### src/rtl/tomasulo_pkg.sv
// Shared widths, tag constants and opcodes for the Tomasulo core.
// Imported by the rename-table top and its operand resolver.
package tomasulo_pkg;

    localparam int REG_IDX_W    = 5;
    localparam int NUM_REGS_DEF = 1 << REG_IDX_W;
    localparam int DATA_W_DEF   = 8;
    localparam int TAG_W_DEF    = 3;

    // Tag 0 is never handed to a station; it marks "no producer".
    localparam int NO_TAG = 0;

    typedef enum logic [3:0] {
        OP_ADD = 4'd0,
        OP_SUB = 4'd1,
        OP_MUL = 4'd2,
        OP_DIV = 4'd3,
        OP_LD  = 4'd4,
        OP_ST  = 4'd5
    } opcode_t;

endpackage

### src/rtl/reg_status_table_rst_lookup.sv
// Source-operand resolver: older-slot forwarding, then CDB bypass,
// then the table entry itself.
module rst_lookup
    import tomasulo_pkg::*;
#(
    parameter int DATA_W  = DATA_W_DEF,
    parameter int TAG_W   = TAG_W_DEF,
    parameter int RIDX_W  = REG_IDX_W,
    parameter int ISSUE_W = 2,
    parameter int CDB_W   = 2,
    parameter int SLOT    = 0
)(
    input  logic [RIDX_W-1:0]         i_src,
    input  logic [ISSUE_W-1:0]        i_iss_valid,
    input  logic [ISSUE_W-1:0]        i_iss_dst_we,
    input  logic [ISSUE_W*RIDX_W-1:0] i_iss_dst,
    input  logic [ISSUE_W*TAG_W-1:0]  i_iss_tag,
    input  logic [CDB_W-1:0]          i_cdb_valid,
    input  logic [CDB_W*TAG_W-1:0]    i_cdb_tag,
    input  logic [CDB_W*DATA_W-1:0]   i_cdb_data,
    input  logic [DATA_W-1:0]         i_ent_data,
    input  logic                      i_ent_busy,
    input  logic [TAG_W-1:0]          i_ent_tag,
    output logic [DATA_W-1:0]         o_val,
    output logic [TAG_W-1:0]          o_tag,
    output logic                      o_vbit
);

    logic              w_fwd;
    logic [TAG_W-1:0]  w_fwd_tag;
    logic              w_byp;
    logic [DATA_W-1:0] w_byp_val;

    always_comb begin
        w_fwd     = 1'b0;
        w_fwd_tag = '0;
        // Ascending scan: the youngest older writer is the last to hit.
        for (int j = 0; j < SLOT; j++) begin
            if (i_iss_valid[SLOT] && i_iss_valid[j] && i_iss_dst_we[j] &&
                i_iss_dst[j*RIDX_W +: RIDX_W] == i_src) begin
                w_fwd     = 1'b1;
                w_fwd_tag = i_iss_tag[j*TAG_W +: TAG_W];
            end
        end
    end

    always_comb begin
        w_byp     = 1'b0;
        w_byp_val = '0;
        // Descending scan so the lowest bus index wins a duplicate tag.
        for (int c = CDB_W - 1; c >= 0; c--) begin
            if (i_cdb_valid[c] &&
                i_cdb_tag[c*TAG_W +: TAG_W] == i_ent_tag) begin
                w_byp     = 1'b1;
                w_byp_val = i_cdb_data[c*DATA_W +: DATA_W];
            end
        end
    end

    always_comb begin
        o_val  = i_ent_data;
        o_tag  = TAG_W'(NO_TAG);
        o_vbit = 1'b1;
        if (w_fwd) begin
            o_vbit = 1'b0;
            o_tag  = w_fwd_tag;
        end else if (i_ent_busy) begin
            if (w_byp) begin
                o_val = w_byp_val;
            end else begin
                o_vbit = 1'b0;
                o_tag  = i_ent_tag;
            end
        end
    end

endmodule

### src/rtl/reg_status_table.sv
// Register status (rename) table: value, busy bit and producer tag
// per architectural register, with multi-issue rename and CDB snoop.
module reg_status_table
    import tomasulo_pkg::*;
#(
    parameter int NUM_REGS = NUM_REGS_DEF,
    parameter int DATA_W   = DATA_W_DEF,
    parameter int TAG_W    = TAG_W_DEF,
    parameter int ISSUE_W  = 2,
    parameter int CDB_W    = 2,
    localparam int RIDX_W  = $clog2(NUM_REGS)
)(
    input  logic                      clk,
    input  logic                      rst_n,
    input  logic                      flush,
    input  logic [ISSUE_W-1:0]        iss_valid,
    input  logic [ISSUE_W*RIDX_W-1:0] iss_src_a,
    input  logic [ISSUE_W*RIDX_W-1:0] iss_src_b,
    input  logic [ISSUE_W*RIDX_W-1:0] iss_dst,
    input  logic [ISSUE_W-1:0]        iss_dst_we,
    input  logic [ISSUE_W*TAG_W-1:0]  iss_tag,
    input  logic [CDB_W-1:0]          cdb_valid,
    input  logic [CDB_W*TAG_W-1:0]    cdb_tag,
    input  logic [CDB_W*DATA_W-1:0]   cdb_data,
    output logic [ISSUE_W*DATA_W-1:0] opa_val,
    output logic [ISSUE_W*DATA_W-1:0] opb_val,
    output logic [ISSUE_W*TAG_W-1:0]  opa_tag,
    output logic [ISSUE_W*TAG_W-1:0]  opb_tag,
    output logic [ISSUE_W-1:0]        opa_vbit,
    output logic [ISSUE_W-1:0]        opb_vbit
);

    logic [NUM_REGS-1:0][DATA_W-1:0] w_data;
    logic [NUM_REGS-1:0]             w_busy;
    logic [NUM_REGS-1:0][TAG_W-1:0]  w_tag;

    for (genvar i = 0; i < NUM_REGS; i++) begin : g_ent
        logic [DATA_W-1:0] r_data;
        logic              r_busy;
        logic [TAG_W-1:0]  r_tag;
        logic              w_cdb_hit;
        logic [DATA_W-1:0] w_cdb_val;
        logic              w_ren_hit;
        logic [TAG_W-1:0]  w_ren_tag;

        always_comb begin
            w_cdb_hit = 1'b0;
            w_cdb_val = '0;
            for (int c = CDB_W - 1; c >= 0; c--) begin
                if (cdb_valid[c] &&
                    cdb_tag[c*TAG_W +: TAG_W] == r_tag) begin
                    w_cdb_hit = 1'b1;
                    w_cdb_val = cdb_data[c*DATA_W +: DATA_W];
                end
            end
        end

        always_comb begin
            w_ren_hit = 1'b0;
            w_ren_tag = '0;
            for (int s = 0; s < ISSUE_W; s++) begin
                if (iss_valid[s] && iss_dst_we[s] &&
                    iss_dst[s*RIDX_W +: RIDX_W] == RIDX_W'(i)) begin
                    w_ren_hit = 1'b1;
                    w_ren_tag = iss_tag[s*TAG_W +: TAG_W];
                end
            end
        end

        // Rename is applied after capture so it owns busy/tag,
        // while the captured value still lands in the data field.
        always_ff @(posedge clk or negedge rst_n) begin
            if (!rst_n) begin
                r_data <= DATA_W'(i);
                r_busy <= 1'b0;
                r_tag  <= TAG_W'(NO_TAG);
            end else if (flush) begin
                r_busy <= 1'b0;
                r_tag  <= TAG_W'(NO_TAG);
            end else begin
                if (r_busy && w_cdb_hit) begin
                    r_data <= w_cdb_val;
                    r_busy <= 1'b0;
                end
                if (w_ren_hit) begin
                    r_busy <= 1'b1;
                    r_tag  <= w_ren_tag;
                end
            end
        end

        assign w_data[i] = r_data;
        assign w_busy[i] = r_busy;
        assign w_tag[i]  = r_tag;
    end

    for (genvar k = 0; k < ISSUE_W; k++) begin : g_slot
        logic [RIDX_W-1:0] w_sa;
        logic [RIDX_W-1:0] w_sb;

        assign w_sa = iss_src_a[k*RIDX_W +: RIDX_W];
        assign w_sb = iss_src_b[k*RIDX_W +: RIDX_W];

        rst_lookup #(
            .DATA_W  (DATA_W),
            .TAG_W   (TAG_W),
            .RIDX_W  (RIDX_W),
            .ISSUE_W (ISSUE_W),
            .CDB_W   (CDB_W),
            .SLOT    (k)
        ) u_opa (
            .i_src        (w_sa),
            .i_iss_valid  (iss_valid),
            .i_iss_dst_we (iss_dst_we),
            .i_iss_dst    (iss_dst),
            .i_iss_tag    (iss_tag),
            .i_cdb_valid  (cdb_valid),
            .i_cdb_tag    (cdb_tag),
            .i_cdb_data   (cdb_data),
            .i_ent_data   (w_data[w_sa]),
            .i_ent_busy   (w_busy[w_sa]),
            .i_ent_tag    (w_tag[w_sa]),
            .o_val        (opa_val[k*DATA_W +: DATA_W]),
            .o_tag        (opa_tag[k*TAG_W +: TAG_W]),
            .o_vbit       (opa_vbit[k])
        );

        rst_lookup #(
            .DATA_W  (DATA_W),
            .TAG_W   (TAG_W),
            .RIDX_W  (RIDX_W),
            .ISSUE_W (ISSUE_W),
            .CDB_W   (CDB_W),
            .SLOT    (k)
        ) u_opb (
            .i_src        (w_sb),
            .i_iss_valid  (iss_valid),
            .i_iss_dst_we (iss_dst_we),
            .i_iss_dst    (iss_dst),
            .i_iss_tag    (iss_tag),
            .i_cdb_valid  (cdb_valid),
            .i_cdb_tag    (cdb_tag),
            .i_cdb_data   (cdb_data),
            .i_ent_data   (w_data[w_sb]),
            .i_ent_busy   (w_busy[w_sb]),
            .i_ent_tag    (w_tag[w_sb]),
            .o_val        (opb_val[k*DATA_W +: DATA_W]),
            .o_tag        (opb_tag[k*TAG_W +: TAG_W]),
            .o_vbit       (opb_vbit[k])
        );
    end

endmodule

### config.mk
export PLATFORM = sky130hd
export DESIGN_NAME = reg_status_table
export DESIGN_NICKNAME = d
export VERILOG_FILES = /design/src/rtl/tomasulo_pkg.sv /design/src/rtl/reg_status_table_rst_lookup.sv /design/src/rtl/reg_status_table.sv
export SDC_FILE = /design/constraint.sdc
export NUM_CORES = 2
export LEC_CHECK = 0
export CORE_MARGIN = 3
export CORE_UTILIZATION = 40
export DETAILED_ROUTE_END_ITERATION = 10
export PLACE_DENSITY_LB_ADDON = 0.08
export RECOVER_POWER = 25
export SYNTH_ARGS = -nofsm -noshare
export SYNTH_HDL_FRONTEND = slang
export SYNTH_SLANG_ARGS = --single-unit
### constraint.sdc
create_clock -name clk -period 4.2 [get_ports clk]
set_clock_uncertainty 0.1 [all_clocks]
set_input_delay 0.84 -clock clk [delete_from_list [all_inputs] [get_ports clk]]
set_output_delay 0.84 -clock clk [all_outputs]
set_load 0.005 [all_outputs]
==> impl_metrics.env <==
export IMPL_outcome="finished, violations left"
export IMPL_violations="capacitance limit, slew limit, setup timing"
export IMPL_synthSimpleGateAreaFrac=0.149
export IMPL_cp_slowest_stage_delay_ns=0.54
export IMPL_drv_cap=2
export IMPL_max_freq_ghz=0.219
export IMPL_multi_input_area_um2=23600
export IMPL_first_pass_iters=7
export IMPL_synth_compound_area_frac=0.108
export IMPL_syn_inst=3558
export IMPL_crit_buf_inv=3
export IMPL_synthMuxAreaShare=0.352
export IMPL_die_height_um=301
export IMPL_worstSetupPathType="reg -> out"
export IMPL_crit_cells=11
export IMPL_coreArea_um2=85700
export IMPL_drv_slew=132
export IMPL_layout_setup_ws_ns=-0.365
export IMPL_period_share=1.09
export IMPL_worstMarginPinSlew_ns=2.30
export IMPL_post_drt_via_cell_ratio=6.63
export IMPL_finalSetupViolCount=44
export IMPL_synth_xor_xnor_area_share=0.0559
export IMPL_place_congestion=1.06
export IMPL_cp_max_fo=8
export IMPL_antenna_found_initial=4
export IMPL_r2r_cells=8
export IMPL_period_needed_ns=4.56
export IMPL_clk_latency_ns=0.62
export IMPL_grt_overflow=0
export IMPL_fill_cells=8028
export IMPL_h_tree_depth=2
export IMPL_ios=115
export IMPL_wl_per_cell_um=36.0
export IMPL_cts_num_sinks=384
export IMPL_synth_edf_count=0
export IMPL_ir_worst_vdd_v=0.000295
export IMPL_end_kind="primary output"
export IMPL_arrival_ns=3.62
export IMPL_synthAdderAreaFrac=0
export IMPL_path_cells="mux4_2, mux4_2, mux2i_4, buf_6, xor2_1, nand2_1, o31ai_4, nand2_4, buf_4, mux2i_2, buf_2"
export IMPL_num_rows=107
export IMPL_dpl_hpwl_um=137000
export IMPL_netlist_area_leader_share=0.249
export IMPL_area_delta_synth_final_pct=20.8
export IMPL_power_density_nw_per_um2=269
export IMPL_ys_types=68
export IMPL_worst_path_max_delay_cell="mux4_2"
export IMPL_start_util=0.406
export IMPL_yosysWarnings=0
export IMPL_cp_start_kind="flip-flop"
export IMPL_wl_um=181000
export IMPL_whs_ns=0.422
export IMPL_routed_via_count=33300
export IMPL_final_antenna_net_count=0
export IMPL_rsz0062_at_grt="yes"
export IMPL_syn_area_per_cell_um2=9.78
export IMPL_grt_max_degree=84
export IMPL_cts_root_buf="clkbuf_16"
export IMPL_drt_initial_drc_count=4187
export IMPL_track_usage=0.397
export IMPL_synth_top_cell_by_area="mux4_2"
export IMPL_p_total_uw=11300
export IMPL_hp_class="reg -> reg"
export IMPL_cts_made_buffers=51
export IMPL_dieWidth_um=301
export IMPL_grt_first_pass_wirelength_um=254000
export IMPL_p_leak_uw=0.0174
export IMPL_cp_required_ns=3.26
export IMPL_cp_top_family="multiplexers"
export IMPL_grt_pass1_vias=32700
export IMPL_finalHoldViolations=0
export IMPL_holdPathStages=2
export IMPL_dominantRegCellSynth="dfrtp_1"
export IMPL_synth_top_cells_by_area="mux4_2 25%, dfrtp_1 22%, mux2i_1 10%"
export IMPL_num_nets_final=3904
export IMPL_synth_seq_area_share=0.279
export IMPL_yosysMostFrequentCell="nor2_1"
export IMPL_synth_top_family_by_area="multiplexers"
export IMPL_synthArstFlopShare=1.00
export IMPL_ys_ff_latch=384
export IMPL_max_clock_path_buffers=3
export IMPL_drc=0
export IMPL_holdBufCountCts=0
export IMPL_yosys_top_cells_count="455 x nor2_1, 454 x nand2_1, 384 x mux4_2, 351 x mux2i_1, 304 x dfrtp_1"
export IMPL_cts_tree="built"
export IMPL_port_buffers=114
export IMPL_die_area_um2=90500
export IMPL_syn_num_nets=3625
export IMPL_final_layout_size_suffix_gt1_frac=0.334
export IMPL_crit_top_cell="mux4_2"
export IMPL_syn_area_um2=34800
export IMPL_clk_pin_slew_ns=0.06
export IMPL_regArea_um2=9740
export IMPL_relSlewSlack=-0.531
cell usage in the layout (no fill, tap or decap), types with 31 or more instances in the layout:
master       n
buf_12      31
mux2i_1    332
a22oi_1     85
a21oi_1    172
nor2b_1     33
mux4_2     384
buf_4      456
a311oi_1    50
dfrtp_1    279
dfstp_2     80
nand4_1     69
xnor2_1    190
nand3_1     48
nand2_1    453
buf_2       66
buf_6       49
clkbuf_16   51
a31oi_1    158
nor2_1     445
worst paths after layout:
kind / slack (ns) / to / startpoint
min in group asynchronous: 0.78 / g_ent[0].r_data[2]$_DFFE_PN0P_ / rst_n
hold / removal: 0.42 / g_ent[14].r_data[1]$_DFFE_PN1P_ / g_ent[14].r_data[1]$_DFFE_PN1P_
max in group asynchronous: 0.52 / g_ent[11].r_tag[2]$_DFFE_PN0P_ / rst_n
setup reg to reg: 1.30 / g_ent[20].r_data[1]$_DFFE_PN0P_ / g_ent[20].r_tag[0]$_DFFE_PN0P_
hold reg to reg: 0.42 / g_ent[14].r_data[1]$_DFFE_PN1P_ / g_ent[14].r_data[1]$_DFFE_PN1P_
setup / recovery: -0.36 / opb_val[4] / g_ent[31].r_tag[1]$_DFFE_PN0P_
power by group:
group          internal (uW)  switching, uW  total (uW)  leakage, uW
clock network           2600           1910        4510     0.000814
registers               3890            247        4140      0.00500
logic                   1150           1530        2680       0.0116
area by class of cell:
type | count | area share
tap | 1144 | 0.0341
sequential | 384 | 0.232
clock inverter | 14 | 0.00432
antenna | 2 | 0.000119
clock buffer | 82 | 0.0353
inverter | 35 | 0.00313
timing repair buffer | 644 | 0.129
multi-input combinational | 2721 | 0.563
registers in the layout, indices dropped and copies added, names as in the netlist:
name and flops:
g_ent.r_tag 96, g_ent.r_data 256, g_ent.r_busy 32
worst reg2reg max path, cell delays in order (launching register included):
cell and delay [ns]:
dfrtp_1 0.50, buf_4 0.23, xnor2_1 0.13, nand4_1 0.19, buf_4 0.27, clkinv_1 0.47, nor2_1 0.64, a22oi_1 0.14
a21oi_1 0.17
routing by layer:
| layer | vias to the layer above | global-route usage | routed length, um |
|---|---|---|---|
| li1 | 13800 | - | - |
| met1 | 16800 | 0.497 | 66000 |
| met2 | 2243 | 0.616 | 81700 |
| met3 | 568 | 0.0811 | 17500 |
| met4 | 4 | 0.277 | 15600 |
| met5 | - | 0.00325 | 57 |
repair_timing:
action,CTS,global route
setup buffers,51,4
pin swaps,27,17
cloned,2,0
setup endpoints to repair,48,48
resized for setup,338,38
endpoints found under the hold margin,0,0
cell families after synthesis:
logic type	Yosys count
and+or+nand+nor	1185
buffers and inverters	453
DFF	384
xor gates and xnor gates	222
muxes	741
AOI/OAI and AO/OA	573
per-stage QoR:
stage | instance area, um^2 | TNS (ns) | util | setup WS, ns | std cells
6_report | 42000 | -10.16 | 0.490 | -0.365 | 5026
2_1_floorplan | 34800 | 0 | - | 0.0257 | 3558
3_3_place_gp | 39500 | -30.73 | 0.462 | -1.13 | 4877
3_5_place_dp | 39500 | -31.30 | 0.462 | -1.09 | 4877
4_1_cts | 42000 | -11.46 | 0.490 | -0.391 | 5025
5_1_grt | 42000 | -13.54 | 0.490 | -0.447 | 5025
Power figures use the tool's default switching activity.
